==> src/rtl/game_turn_controller.sv <==
// Tic-tac-toe turn sequencer: owns the board, screens and commits moves,
// alternates players, enforces an idle timeout and reports win/draw.
module game_turn_controller #(
  parameter int unsigned TIMEOUT_CYCLES = 1000,
  parameter int unsigned TMR_W          = 16
) (
  input  logic       clock,
  input  logic       reset,
  input  logic       new_game,
  input  logic       play,
  input  logic       player2,
  input  logic [3:0] pos_sel,
  output logic [1:0] pos1,
  output logic [1:0] pos2,
  output logic [1:0] pos3,
  output logic [1:0] pos4,
  output logic [1:0] pos5,
  output logic [1:0] pos6,
  output logic [1:0] pos7,
  output logic [1:0] pos8,
  output logic [1:0] pos9,
  output logic       turn,
  output logic       illegal_move,
  output logic       timeout,
  output logic       game_over,
  output logic [1:0] winner,
  output logic [3:0] move_count,
  output logic [3:0] illegal_count
);

  typedef enum logic [1:0] {
    StWaitP1,
    StWaitP2,
    StEval,
    StGameOver
  } state_e;

  localparam logic             TimeoutEn = (TIMEOUT_CYCLES != 0);
  localparam logic [TMR_W-1:0] TimerLast = TMR_W'(TIMEOUT_CYCLES - 32'd1);

  state_e           state_q;
  logic [1:0]       board_q [9];
  logic [TMR_W-1:0] timer_q;

  logic       waiting;
  logic       request;
  logic       on_turn;
  logic       sel_ok;
  logic       sq_empty;
  logic       legal;
  logic       expired;
  logic [1:0] mover_code;
  logic [1:0] eval_mark;
  logic [8:0] owned;
  logic       line_win;

  always_comb begin
    waiting    = (state_q == StWaitP1) || (state_q == StWaitP2);
    request    = waiting && (play || player2);
    on_turn    = (state_q == StWaitP1) ? play : player2;
    sel_ok     = (pos_sel >= 4'd1) && (pos_sel <= 4'd9);
    sq_empty   = 1'b0;
    for (int i = 0; i < 9; i++) begin
      if (pos_sel == 4'(i + 1)) begin
        sq_empty = (board_q[i] == 2'b00);
      end
    end
    legal      = waiting && (play ^ player2) && on_turn && sel_ok && sq_empty;
    expired    = TimeoutEn && (timer_q == TimerLast);
    mover_code = (state_q == StWaitP2) ? 2'b10 : 2'b01;
  end

  // In EVAL the turn register still names the player who just moved.
  always_comb begin
    eval_mark = turn ? 2'b10 : 2'b01;
    for (int i = 0; i < 9; i++) begin
      owned[i] = (board_q[i] == eval_mark);
    end
    line_win = (owned[0] & owned[1] & owned[2]) |
               (owned[3] & owned[4] & owned[5]) |
               (owned[6] & owned[7] & owned[8]) |
               (owned[0] & owned[3] & owned[6]) |
               (owned[1] & owned[4] & owned[7]) |
               (owned[2] & owned[5] & owned[8]) |
               (owned[0] & owned[4] & owned[8]) |
               (owned[2] & owned[4] & owned[6]);
  end

  always_ff @(posedge clock or negedge reset) begin
    if (!reset) begin
      state_q       <= StWaitP1;
      for (int i = 0; i < 9; i++) board_q[i] <= 2'b00;
      timer_q       <= '0;
      turn          <= 1'b0;
      illegal_move  <= 1'b0;
      timeout       <= 1'b0;
      game_over     <= 1'b0;
      winner        <= 2'b00;
      move_count    <= 4'd0;
      illegal_count <= 4'd0;
    end else begin
      illegal_move <= 1'b0;
      timeout      <= 1'b0;
      if (new_game) begin
        state_q       <= StWaitP1;
        for (int i = 0; i < 9; i++) board_q[i] <= 2'b00;
        timer_q       <= '0;
        turn          <= 1'b0;
        game_over     <= 1'b0;
        winner        <= 2'b00;
        move_count    <= 4'd0;
        illegal_count <= 4'd0;
      end else begin
        unique case (state_q)
          StWaitP1, StWaitP2: begin
            if (legal) begin
              for (int i = 0; i < 9; i++) begin
                if (pos_sel == 4'(i + 1)) board_q[i] <= mover_code;
              end
              move_count <= move_count + 4'd1;
              timer_q    <= '0;
              state_q    <= StEval;
            end else begin
              if (request) begin
                illegal_move <= 1'b1;
                if (illegal_count != 4'hF) illegal_count <= illegal_count + 4'd1;
              end
              if (TimeoutEn) begin
                if (expired) begin
                  state_q <= (state_q == StWaitP1) ? StWaitP2 : StWaitP1;
                  turn    <= (state_q == StWaitP1);
                  timer_q <= '0;
                  timeout <= 1'b1;
                end else begin
                  timer_q <= timer_q + 1'b1;
                end
              end
            end
          end
          StEval: begin
            if (line_win) begin
              state_q   <= StGameOver;
              game_over <= 1'b1;
              winner    <= eval_mark;
              turn      <= 1'b0;
            end else if (move_count == 4'd9) begin
              state_q   <= StGameOver;
              game_over <= 1'b1;
              winner    <= 2'b11;
              turn      <= 1'b0;
            end else begin
              state_q <= turn ? StWaitP1 : StWaitP2;
              turn    <= ~turn;
              timer_q <= '0;
            end
          end
          StGameOver: begin
          end
          default: state_q <= StWaitP1;
        endcase
      end
    end
  end

  assign pos1 = board_q[0];
  assign pos2 = board_q[1];
  assign pos3 = board_q[2];
  assign pos4 = board_q[3];
  assign pos5 = board_q[4];
  assign pos6 = board_q[5];
  assign pos7 = board_q[6];
  assign pos8 = board_q[7];
  assign pos9 = board_q[8];

endmodule

==> config.mk <==
export PLATFORM = sky130hd
export DESIGN_NAME = game_turn_controller
export DESIGN_NICKNAME = d
export VERILOG_FILES = /design/src/rtl/game_turn_controller.sv
export SDC_FILE = /design/constraint.sdc
export NUM_CORES = 1
export LEC_CHECK = 0
export ABC_AREA = 1
export CORE_MARGIN = 1
export CORE_UTILIZATION = 56
export DETAILED_ROUTE_END_ITERATION = 10
export PLACE_DENSITY = 0.84
export SYNTH_ARGS = -nofsm -noshare
export SYNTH_HDL_FRONTEND = slang
export SYNTH_SLANG_ARGS = --single-unit
==> constraint.sdc <==
create_clock -name clock -period 2.1 [get_ports clock]
set_input_delay 0.42 -clock clock [delete_from_list [all_inputs] [get_ports clock]]
set_output_delay 0.42 -clock clock [all_outputs]
set_load 0.01 [all_outputs]
Yosys cells after proc, flatten, opt, wreduce, memory -nomap -nowiden
Cells that the tools add are included.
Word-level totals
  register bits after elaboration: 50
  input port bits: 9
  output and inout bits: 32
  logic and storage cells: 195
Cells by class
  $add $sub $neg: 3
  order comparisons: 2
  equality and inequality tests: 29
  muxes and demuxes: 68
  bitwise gates (word level): 25
  reduce and logical (&&, ||, !) cells: 50
Operators with widths (number)
  two-way mux 16 bit: 5
  two-way mux 18 bit: 3
  two-way mux 2 bit: 20
  AND reduction 3 bit: 11
  two-way mux 4 bit: 8
  case mux 16 bit (2 select lines): 1
  two-way mux 1 bit: 29
  nonzero test 2 bit: 14
  logical NOT 2 bit: 10
  == test 2 bit: 9
  adder 16 x 1 -> 16 bit (second input constant): 1
  AND 1 bit: 16
  == test 16 x 10 -> 1 bit (second input constant): 1
  == test 4 x 3 -> 1 bit (second input constant): 4
  == test 4 bit (second input constant): 3
  != test 3 bit (second input constant): 4
  adder 4 x 1 -> 4 bit (second input constant): 2
  == test 4 x 2 -> 1 bit (second input constant): 2
  != test 4 bit (second input constant): 2
  OR 1 bit: 7
  logical AND 1 bit: 6
  AND reduction 2 bit: 3
  nonzero test 3 bit: 2
  == test 4 x 1 -> 1 bit (second input constant): 1
  12 further kinds: 13

Longest topological paths before layout
Gate-level depths: netlist (run 1).
  depth in word-level cells: 14
  mapped depth: 16
  depth with buffers taken out: 13

Worst setup path after synthesis (run 1)
OpenSTA, ideal clock, no wires.
  path type: input to register
  from: input port play
  to: register board_q (netlist bit pos3[0])
  arrival time: 1720 ps
  required time: 1983 ps
  setup slack: 263 ps
  cell stages on the path: 10
  cells stage by stage: inv_1 -> ha_1 -> o211ai_1 -> a211oi_1 -> nand2_2 -> nand2_4 -> buf_6 -> nand2_1 -> nand2_1 -> nand2_1
On the way
  word-level cells in the longest chain between the ends: 7
  elaborated cells between the ends (all ways): 8
  those cells by class: mux: 1; bitwise: 1; reduce/logical: 6
Ends and longest elaborated chain
  from (decl): line 10  | input logic play,
  XOR 1 bit: line 68  | legal = waiting && (play ^ player2) && on_turn && sel_ok && sq_empty;
  logical AND 1 bit: line 68
  logical AND 1 bit * (3 in a row): line 68
  nonzero test 2 bit (no line) *
  AND reduction 3 bit (no line) *
  to (signal, indexed assignment): line 118  | if (pos_sel == 4'(i + 1)) board_q[i] <= mover_code;
  to (decl): line 42  | logic [1:0] board_q [9];
Every way passes the cells marked *; elsewhere a longest branch is shown, timed or not.
A chain may end at the register's enable or synchronous reset.

Worst setup path after layout (run 1)
  from: input port pos_sel[0]
  to: register state_q[0]
On the way
  word-level cells in the longest chain between the ends: 14
  elaborated cells between the ends (all ways): 28
  those cells by class: order compare: 2; eq/ne: 10; mux: 12; reduce/logical: 4
Ends and longest elaborated chain
  from (decl): line 12  | input logic [3:0] pos_sel,
  == test 4 x 1 -> 1 bit: line 64  | if (pos_sel == 4'(i + 1)) begin
  two-way mux 1 bit (9 in a row): line 64
  logical AND 1 bit *: line 68
  two-way mux 2 bit: line 116  | if (legal) begin
  case mux 2 bit (2 select lines): line 114  | unique case (state_q)
  two-way mux 2 bit: line 104  | if (new_game) begin
  to (signal assigned): line 105  | state_q <= StWaitP1;
  to (signal assigned): line 122  | state_q <= StEval;
  to (signal assigned): line 130  | state_q <= (state_q == StWaitP1) ? StWaitP2 : StWaitP1;
  to (decl): line 41  | state_e state_q;
Marks and branches as above.

==> impl_metrics.tcl, run 1 <==
set metrics [dict create \
    arrival_ns 2.23 \
    grt_max_degree 51 \
    slew_viol_final 0 \
    r2r_setup_slack_ns 0.14 \
    postSynthAreaPerCell_um2 6.84 \
    first_pass_iters 5 \
    path_delay_family "simple AND/OR/NAND/NOR gates" \
    setup_viol 0 \
    layout_min_cycle_time_ns 2.02 \
    max_freq_mhz 494 \
    crit_start "pos_sel[0]" \
    r2r_end "timer_q[1]$_DFFE_PN0P_" \
    track_usage_pct 27.9 \
    cp-endpoint "state_q[0]$_DFFE_PN0P_" \
    dr.first_iter.drc_count 262 \
    clk_latency_ns 0.32 \
    synth_top_area_cell "dfrtp_1" \
    min_path_type "in -> async" \
    dp.cells 586 \
    antenna_cells 0 \
    rows 26 \
    critical_path_class "in -> reg" \
    gr-total-overflow 0 \
    hold_viol 0 \
    cellLeakagePower_uw 0.00208 \
    grt_first_pass_wirelength_mm 13.2 \
    worstPathCellList "clkdlybuf4s50_1 -> buf_4 -> nor3_1 -> nand3_1 -> nand4_1 -> nand2_1 -> nand2_4 -> nand2_8 -> buf_6 -> nand2_1 -> nand2_1 -> nand2_1 -> nand2_1" \
    h-tree-depth 2 \
    final_cell_count_no_fill 601 \
    cp_num_cells 13 \
    reg2reg_from "turn$_DFFE_PN0P_" \
    route.detailed.drc 0 \
    ir_drop_mv 0.641 \
    finalClockSkew_ns 0.0149 \
    ys_seq_elements 50 \
    vias_per_cell 5.50 \
    synth_area_mm2 0.00316 \
    cp.required_ns 2.31 \
    slew_headroom_pct 58.3 \
    cts.sinks 50 \
    routabilityCongestion 0.891 \
    die_w_um 77.1 \
    dp_hpwl_mm 5.65 \
    synth_flop_cell "dfrtp_1" \
    synthCells 462 \
    area.growth.synth_to_final_pct 25.8 \
    ys_types 32 \
    drv_cap 0 \
    synthDominantCellAreaShare_pct 39.6 \
    synth-edff-count 0 \
    cp_max_fo 10 \
    critical_path.most_common_cell "nand2_1" \
    first_global_vias 2896 \
    antenna_found_initial 0 \
    setup.worst_path.start_class "input port" \
    critPathSlowestCell "clkdlybuf4s50_1" \
    numCtsBuffers 5 \
    start_util_pct 60.0 \
    core_mm2 0.00527 \
    drive_above_1_share_pct 12.2 \
    final_min_period_over_clock_period_pct 96.4 \
    status "finished, final reports clean" \
    path_buf_inv 3 \
    die_area_mm2 0.00595 \
    p_per_area_mw_per_mm2 852 \
    stdcell_area_mm2 0.00398 \
    placedInstanceArea_mm2 0.00375 \
    root_buffer "clkbuf_8" \
    wirelength_mm 8.19 \
    synth_fp_nets 476 \
    path_clk_slew_ns 0.10 \
    worstMarginPinSlew_ns 0.626 \
    endpoint_kind "register" \
    clock_path_buffers 2 \
    synth-seq-area-share_pct 39.6 \
    synth.yosys.warnings 0 \
    cts_tree "built" \
    io_buffers 40 \
    ios 41 \
    final_nets 544 \
    crit_path_max_incr_delay_ns 0.45 \
    rr_worst_depth 12 \
    yosys-top-cells-area "dfrtp_1 (40%), nand2_1 (22%), nand3_1 (9.2%)" \
    antenna_left 0 \
    wl_per_cell_um 13.6 \
    vias 3305 \
    die_h_um 77.1 \
    synthArstFlopShare_pct 100 \
]
## cells in the mapped netlist (4+ instances only)
cell      count
nand3b_1      4
nor2_1       39
nor3_1        7
nand2_1     187
nand4_1      12
xor2_1        7
nand3_1      58
a21oi_1       4
inv_1        44
ha_1          5
o21ai_0       8
clkbuf_1      4
dfrtp_1      50
buf_6         5
## layout by cell type, fill, tap and decap left out
| cell | n |
|---|---|
| clkbuf_1 | 1 |
| ha_1 | 5 |
| nor2_1 | 31 |
| buf_4 | 29 |
| a21oi_1 | 4 |
| o211ai_1 | 3 |
| a211o_1 | 1 |
| clkinv_2 | 1 |
| dfrtp_2 | 1 |
| nand2_1 | 185 |
| dfrtp_1 | 49 |
| nand3b_1 | 4 |
| clkbuf_8 | 5 |
| nand3_2 | 3 |
| clkdlybuf4s50_1 | 36 |
| a21oi_2 | 1 |
| xnor2_1 | 3 |
| xor2_1 | 7 |
| buf_2 | 1 |
| or2_2 | 3 |
| dlymetal6s2s_1 | 3 |
| nor3_1 | 7 |
| nand2_4 | 3 |
| o21bai_1 | 1 |
| nand2_8 | 2 |
| nand3_4 | 1 |
| clkinv_1 | 1 |
| clkinv_4 | 1 |
| nand3_1 | 57 |
| nor2_2 | 8 |
| nor2_4 | 1 |
| inv_1 | 44 |
| a211oi_2 | 1 |
| inv_4 | 1 |
| nor4_1 | 2 |
| nand4_1 | 12 |
| o21ai_1 | 3 |
| nand2_2 | 2 |
| buf_6 | 1 |
| o21ai_0 | 7 |
## power by group
group          internal [µW]  switching (µW)  total, µW
Clock                    236             327        562
Combinational            634             865       1500
Sequential              1120             202       1330
## per-stage QoR
step	hold slack [ns]	TNS [ns]	power, µW	util [%]	setup slack, ns
floorplan	0.124	0	2140	-	0.263
global placement	0.474	-12.84	2650	71.2	-0.357
detailed placement	0.473	-15.38	2710	71.2	-0.445
CTS	0.231	0	3280	73.2	0.00480
global route	0.262	-0.641	3610	75.5	-0.0551
finish	0.200	0	3390	75.5	0.0758
## worst min-delay path by stage
stage / from / endpoint / cells past startpoint
3_5_place_dp: state_q[1]$_DFFE_PN0P_ / illegal_move$_DFF_PN0_ / 1
6_report: reset / timer_q[15]$_DFFE_PN0P_ / 2
5_1_grt: reset / state_q[1]$_DFFE_PN0P_ / 2
3_3_place_gp: state_q[1]$_DFFE_PN0P_ / illegal_move$_DFF_PN0_ / 1
2_1_floorplan: reset / game_over$_DFFE_PN0P_ / 0
4_1_cts: reset / timer_q[15]$_DFFE_PN0P_ / 2
## routing by layer
metal | GRT usage [%] | routed length (µm)
met1 | 37.1 | 3580
met2 | 44.6 | 3960
met3 | 5.12 | 493
met4 | 11.5 | 155
met5 | 0 | 0
## flip-flops by register name, indices dropped and copies added, names as in the netlist
signal	cells
timer_q	16
illegal_count	4
move_count	4
pos1	2
pos2	2
pos3	2
pos4	2
pos5	2
pos6	2
pos7	2
pos8	2
pos9	2
state_q	2
winner	2
game_over	1
illegal_move	1
timeout	1
turn	1
## cell type report
type                    count  area, µm²
inverters                  46        175
well taps                  70       87.6
flip-flops and latches     50       1250
repair buffers             70        632
clock buffers               6       72.6
multi-input cells         357       1740
fillers                   427       1290
clock inverters             2       13.8
## repair_timing
action / in CTS / in global routing
hold endpoints to repair: 0 / 0
hold buffers: 0 / 0
buffers inserted: 0 / 4
resized for setup: 4 / 19
gates cloned: 0 / 3
setup endpoints to repair: 20 / 46
pin swaps: 0 / 4
## cells by family after synthesis
group / count (synthesis) / synth area share [%]
buffers and inverters: 58 / 8.35
AOI/OAI and AO/OA: 21 / 3.96
and+or+nand+nor: 318 / 43.4
adders and majority gates: 5 / 1.98
xor gates and xnor gates: 10 / 2.77
DFF: 50 / 39.6
Note: power is estimated with default switching activity, not from simulation.
==> inputs of run 2 (changes only) <==
--- a/config.mk
+++ b/config.mk
@@ -6,6 +6,7 @@
 export NUM_CORES = 1
 export LEC_CHECK = 0
 export ABC_AREA = 1
+export CORE_ASPECT_RATIO = 0.7
 export CORE_MARGIN = 1
 export CORE_UTILIZATION = 56
 export DETAILED_ROUTE_END_ITERATION = 10
==> impl_metrics.tcl, run 2 (synthesized netlist as in run 1, its figures left out) <==
set metrics [dict create \
    status "finished, violations left" \
    violations "setup timing" \
    cp.required_ns 2.31 \
    rsz0062_at_grt "yes" \
    numCtsBuffers 5 \
    finalClockSkew_ns 0.0150 \
    met1_length_mm 3.95 \
    cts_hold_buf 0 \
    cellLeakagePower_uw 0.00212 \
    gr-total-overflow 0 \
    wirelength_mm 8.67 \
    wl_met3_um 828 \
    final_common_cell "nand2_1" \
    final_min_period_over_clock_period_pct 101 \
    drv_cap 0 \
    antenna_cells 0 \
    dp_hpwl_mm 5.91 \
    setup_ws_ns -0.0248 \
    ir_drop_mv 0.535 \
    setup.worst_path.start_class "input port" \
    core_mm2 0.00534 \
    vias 3388 \
    rows 22 \
    layout_min_cycle_time_ns 2.12 \
    die_h_um 64.9 \
    ios 41 \
    antenna_found_initial 0 \
    io_buffers 40 \
    root_buffer "clkbuf_8" \
    dr.first_iter.drc_count 331 \
    area.growth.synth_to_final_pct 27.9 \
    seq_power_share_pct 37.7 \
    worstMarginPinSlew_ns 0.543 \
    route.met2.wl_mm 3.79 \
    p_clk_share_pct 19.4 \
    track_usage_pct 29.7 \
    die_w_um 91.8 \
    routabilityCongestion 0.894 \
    clk_latency_ns 0.31 \
    holdWs_ns 0.0822 \
    p_per_area_mw_per_mm2 871 \
    first_global_vias 2954 \
    route.detailed.drc 0 \
    start_util_pct 59.2 \
    switchingPower_uw 1400 \
    hold_viol 0 \
    clock_path_buffers 2 \
    cts_tree "built" \
    grt_max_degree 29 \
    cp_max_fo 11 \
    drive_above_1_share_pct 13.6 \
    h-tree-depth 2 \
    top_layer "met4" \
    largest_reg_flops 16 \
    internal-power_uw 2120 \
    final_nets 542 \
    finalSetupTns_ns -0.0962 \
    max_freq_mhz 471 \
    slew_viol_final 0 \
    pwr-share-comb_pct 42.9 \
    vias_per_cell 5.64 \
    arrival_ns 2.33 \
    p_sw_share_pct 39.8 \
    grt_first_pass_wirelength_mm 13.8 \
    path_clk_slew_ns 0.10 \
    postLayoutCoreUtil_pct 75.7 \
    slew_headroom_pct 63.8 \
    mostFrequentLayoutCells "nand2_1 (179), nand3_1 (55), dfrtp_1 (50)" \
    critical_path_class "in -> reg" \
    endpoint_kind "register" \
    first_pass_iters 5 \
    die_area_mm2 0.00596 \
    antenna_left 0 \
    top_register "timer_q" \
    cts.sinks 50 \
    top_regs "timer_q (16), illegal_count (4), move_count (4)" \
    min_path_type "in -> async" \
    setup_viol 8 \
    wl_per_cell_um 14.4 \
]
==> run 2: changes by cell type in the layout (fill, tap and decap cells not counted), moves of 2 or more <==
cell / change
nand2_4: -2
nand2_1: -6
clkdlybuf4s50_1: -2
nor3_2: +2
nor3_1: -2
nand2_2: +6
nand3_1: -2
nor2_1: +2
buf_4: -2
nor2_2: -2
==> run 2: layout make-up <==
| type | instances | area [µm²] |
|---|---|---|
| multi-input cells | 354 | 1740 |
| fillers | 381 | 1290 |
| flip-flops and latches | 50 | 1250 |
| repair buffers | 71 | 674 |
| inverters | 46 | 175 |
| well taps | 72 | 90.1 |
| clock buffers | 6 | 72.6 |
| clock inverters | 2 | 37.5 |
==> run 2: layer usage <==
metal	global-route usage, %	vias to the layer above
met4	7.23	0
met3	5.28	20
li1	-	1611
met2	45.8	180
met5	0	-
met1	43.7	1577
==> run 2: through the flow <==
step | cells | setup WS, ns | total power (µW) | cell area [µm²]
finish | 601 | -0.0248 | 3520 | 4050
detailed placement | 589 | -0.425 | 2700 | 3760
floorplan | 462 | 0.263 | 2140 | 3160
CTS | 597 | 0.00755 | 3410 | 3900
global route | 601 | -0.0496 | 3730 | 4050
global placement | 589 | -0.264 | 2650 | 3760
==> run 2: power by group through the flow <==
| stage | combinational [µW] | clock [µW] | sequential, µW |
|---|---|---|---|
| 2_1_floorplan | 789 | 0 | 1350 |
| 3_3_place_gp | 1320 | 0 | 1330 |
| 3_5_place_dp | 1370 | 0 | 1330 |
| 4_1_cts | 1400 | 684 | 1320 |
| 5_1_grt | 1660 | 720 | 1360 |
| 6_report | 1510 | 684 | 1330 |
==> run 2: path summary, 6_finish.rpt <==
kind	startpoint	to	slack, ns	depth (start not counted)
max reg2reg	turn$_DFFE_PN0P_	timer_q[15]$_DFFE_PN0P_	0.16	12
max in group asynchronous	reset	timeout$_DFF_PN0_	1.40	2
min reg2reg	state_q[1]$_DFFE_PN0P_	illegal_move$_DFF_PN0_	0.50	1
min in group clock	state_q[1]$_DFFE_PN0P_	illegal_move$_DFF_PN0_	0.50	1
min	reset	winner[0]$_DFFE_PN0P_	0.08	1
max	play	timer_q[12]$_DFFE_PN0P_	-0.02	10
==> run 2: what timing repair did <==
item	CTS	global route
endpoints found under the setup margin	44	45
pin swaps	1	6
gates resized for setup	8	29
cloned	0	1
setup buffers	0	3
==> run 2: worst max-delay path: stages <==
cell,delay [ns]
clkdlybuf4s50_1,0.47
inv_2,0.05
ha_1,0.27
o211ai_1,0.10
a211oi_2,0.37
nand2_4,0.16
buf_4,0.18
clkbuf_16,0.16
nand3b_1,0.09
nand2_1,0.06
==> inputs of run 3 (changes only) <==
==> constraint.sdc (replaced) <==
create_clock -name clock -period 2.3 [get_ports clock]
set_input_delay 0.46 -clock clock [delete_from_list [all_inputs] [get_ports clock]]
set_output_delay 0.46 -clock clock [all_outputs]
set_load 0.01 [all_outputs]
==> impl_metrics.tcl, run 3 (synthesized netlist as in run 1, its figures left out) <==
set metrics [dict create \
    p_clk_share_pct 17.5 \
    area.growth.synth_to_final_pct 22.4 \
    path_delay_family "simple AND/OR/NAND/NOR gates" \
    ir_drop_mv 0.608 \
    worstMarginPinSlew_ns 0.707 \
    top_regs "timer_q (16), illegal_count (4), move_count (4)" \
    grt_first_pass_wirelength_mm 13.7 \
    cellLeakagePower_uw 0.00204 \
    final_nets 535 \
    cp_max_fo 22 \
    slew_viol_final 0 \
    largest_reg_flops 16 \
    mostFrequentLayoutCells "nand2_1 (187), nand3_1 (58), dfrtp_1 (49)" \
    first_pass_iters 5 \
    arrival_ns 2.28 \
    route.detailed.drc 0 \
    wl_per_cell_um 13.4 \
    critPathSlowestCell "clkdlybuf4s50_1" \
    vias_per_cell 5.36 \
    vias 3186 \
    dr.first_iter.drc_count 342 \
    numCtsBuffers 5 \
    p_sw_share_pct 40.4 \
    n_fill_cell 439 \
    wirelength_mm 7.94 \
    grt_max_degree 29 \
    seq_power_share_pct 40.8 \
    max_freq_mhz 482 \
    switchingPower_uw 1220 \
    internal-power_uw 1800 \
    min_path_type "in -> async" \
    rsz0062_at_grt "no" \
    track_usage_pct 29.4 \
    ios 41 \
    die_w_um 91.8 \
    hold_viol 0 \
    placedInstanceArea_mm2 0.00374 \
    top_register "timer_q" \
    cp.required_ns 2.50 \
    path_clk_slew_ns 0.09 \
    pwr-share-comb_pct 41.7 \
    die_h_um 64.9 \
    critical_path_class "in -> reg" \
    clk_latency_ns 0.30 \
    p_per_area_mw_per_mm2 781 \
    final_min_period_over_clock_period_pct 90.1 \
    first_global_vias 2915 \
    io_buffers 40 \
    antenna_cells 0 \
    setup_viol 0 \
    gr-total-overflow 0 \
    path_buf_inv 2 \
    stdcell_area_mm2 0.00387 \
    die_area_mm2 0.00596 \
    final_common_cell "nand2_1" \
    finalClockSkew_ns 0.00660 \
    setup.worst_path.start_class "input port" \
    root_buffer "clkbuf_8" \
    antenna_left 0 \
    drv_cap 0 \
    core_mm2 0.00534 \
    cts_tree "built" \
    status "finished, final reports clean" \
    crit_path_max_incr_delay_ns 0.44 \
    start_util_pct 59.2 \
    cts.sinks 50 \
    drive_above_1_share_pct 9.39 \
    h-tree-depth 2 \
    slew_headroom_pct 52.8 \
    antenna_found_initial 0 \
    final_cell_count_no_fill 594 \
    endpoint_kind "register" \
    dp.cells 586 \
    layout_min_cycle_time_ns 2.07 \
    dp_hpwl_mm 5.87 \
    cts_setup_buffers 0 \
    critical_path.most_common_cell "nand2_1" \
    worstPathCellList "clkdlybuf4s50_1 -> nor2_1 -> nand3_1 -> nand3_1 -> nor2_1 -> nand4_1 -> nand2_1 -> nand2_1 -> nand2_2 -> buf_6 -> nand2_1 -> nand2_1 -> nand2_1 -> nand2_1" \
    rows 22 \
    clock_path_buffers 2 \
    routabilityCongestion 0.855 \
]
[run 3: worst reg2reg max path, cell delays in order, from the launching register on]
cell     delay (ns)
dfrtp_2        0.51
inv_4          0.13
nand2_1        0.09
nand2_1        0.05
nor2_1         0.28
nand2_1        0.11
nand3_1        0.10
nand2_1        0.08
nand3_2        0.10
nand3_2        0.12
nand3_4        0.20
nand2_1        0.07
nand2_1        0.07
[run 3: layout make-up]
cell class	instances	area, µm²	share of cell area, %
Inverter	46	175	4.53
Sequential cell	50	1250	32.4
Tap cell	72	90.1	2.33
Timing Repair Buffer	64	587	15.2
Clock inverter	1	5.00	0.129
Multi-Input combinational cell	354	1670	43.2
Clock buffer	7	86.3	2.23
[run 3: per-stage QoR]
step / setup WS [ns] / TNS, ns / utilization (%) / total power (µW) / hold slack, ns
3_5_place_dp: -0.219 / -5.66 / 70.0 / 2470 / 0.459
5_1_grt: 0.0157 / 0 / 72.4 / 3240 / 0.149
6_report: 0.227 / 0 / 72.4 / 3020 / 0.116
4_1_cts: 0.0373 / 0 / 71.7 / 2990 / 0.129
2_1_floorplan: 0.423 / 0 / - / 1950 / 0.164
3_3_place_gp: -0.181 / -4.19 / 70.0 / 2400 / 0.456
[run 3: path summary, 6_finish.rpt]
check	start	end	slack, ns	cells past startpoint
max	pos_sel[3]	state_q[0]$_DFFE_PN0P_	0.23	14
min	reset	pos8[1]$_DFFE_PN0P_	0.12	1
max reg2reg	turn$_DFFE_PN0P_	timer_q[8]$_DFFE_PN0P_	0.31	12
min reg2reg	state_q[1]$_DFFE_PN0P_	illegal_move$_DFF_PN0_	0.48	1
max in group asynchronous	reset	turn$_DFFE_PN0P_	1.55	2
min in group clock	state_q[1]$_DFFE_PN0P_	illegal_move$_DFF_PN0_	0.48	1
[run 3: routing by layer]
metal	global-route usage [%]	share of wire, %
met1	44.3	50
met2	44.0	42
met3	5.87	8.3
met4	5.66	0.38
met5	0	0
[run 3: timing repair]
item | CTS | global route
hold endpoints to repair | 0 | 0
hold buffers | 0 | 0
setup endpoints to repair | 0 | 38
resized for setup | 0 | 12
[run 3: power groups by stage]
stage          Combinational (µW)  Sequential [µW]  Clock, µW
3_5_place_dp                 1230             1240          0
3_3_place_gp                 1170             1230          0
4_1_cts                      1230             1220        537
5_1_grt                      1410             1250        571
6_report                     1260             1230        530
2_1_floorplan                 720             1230          0
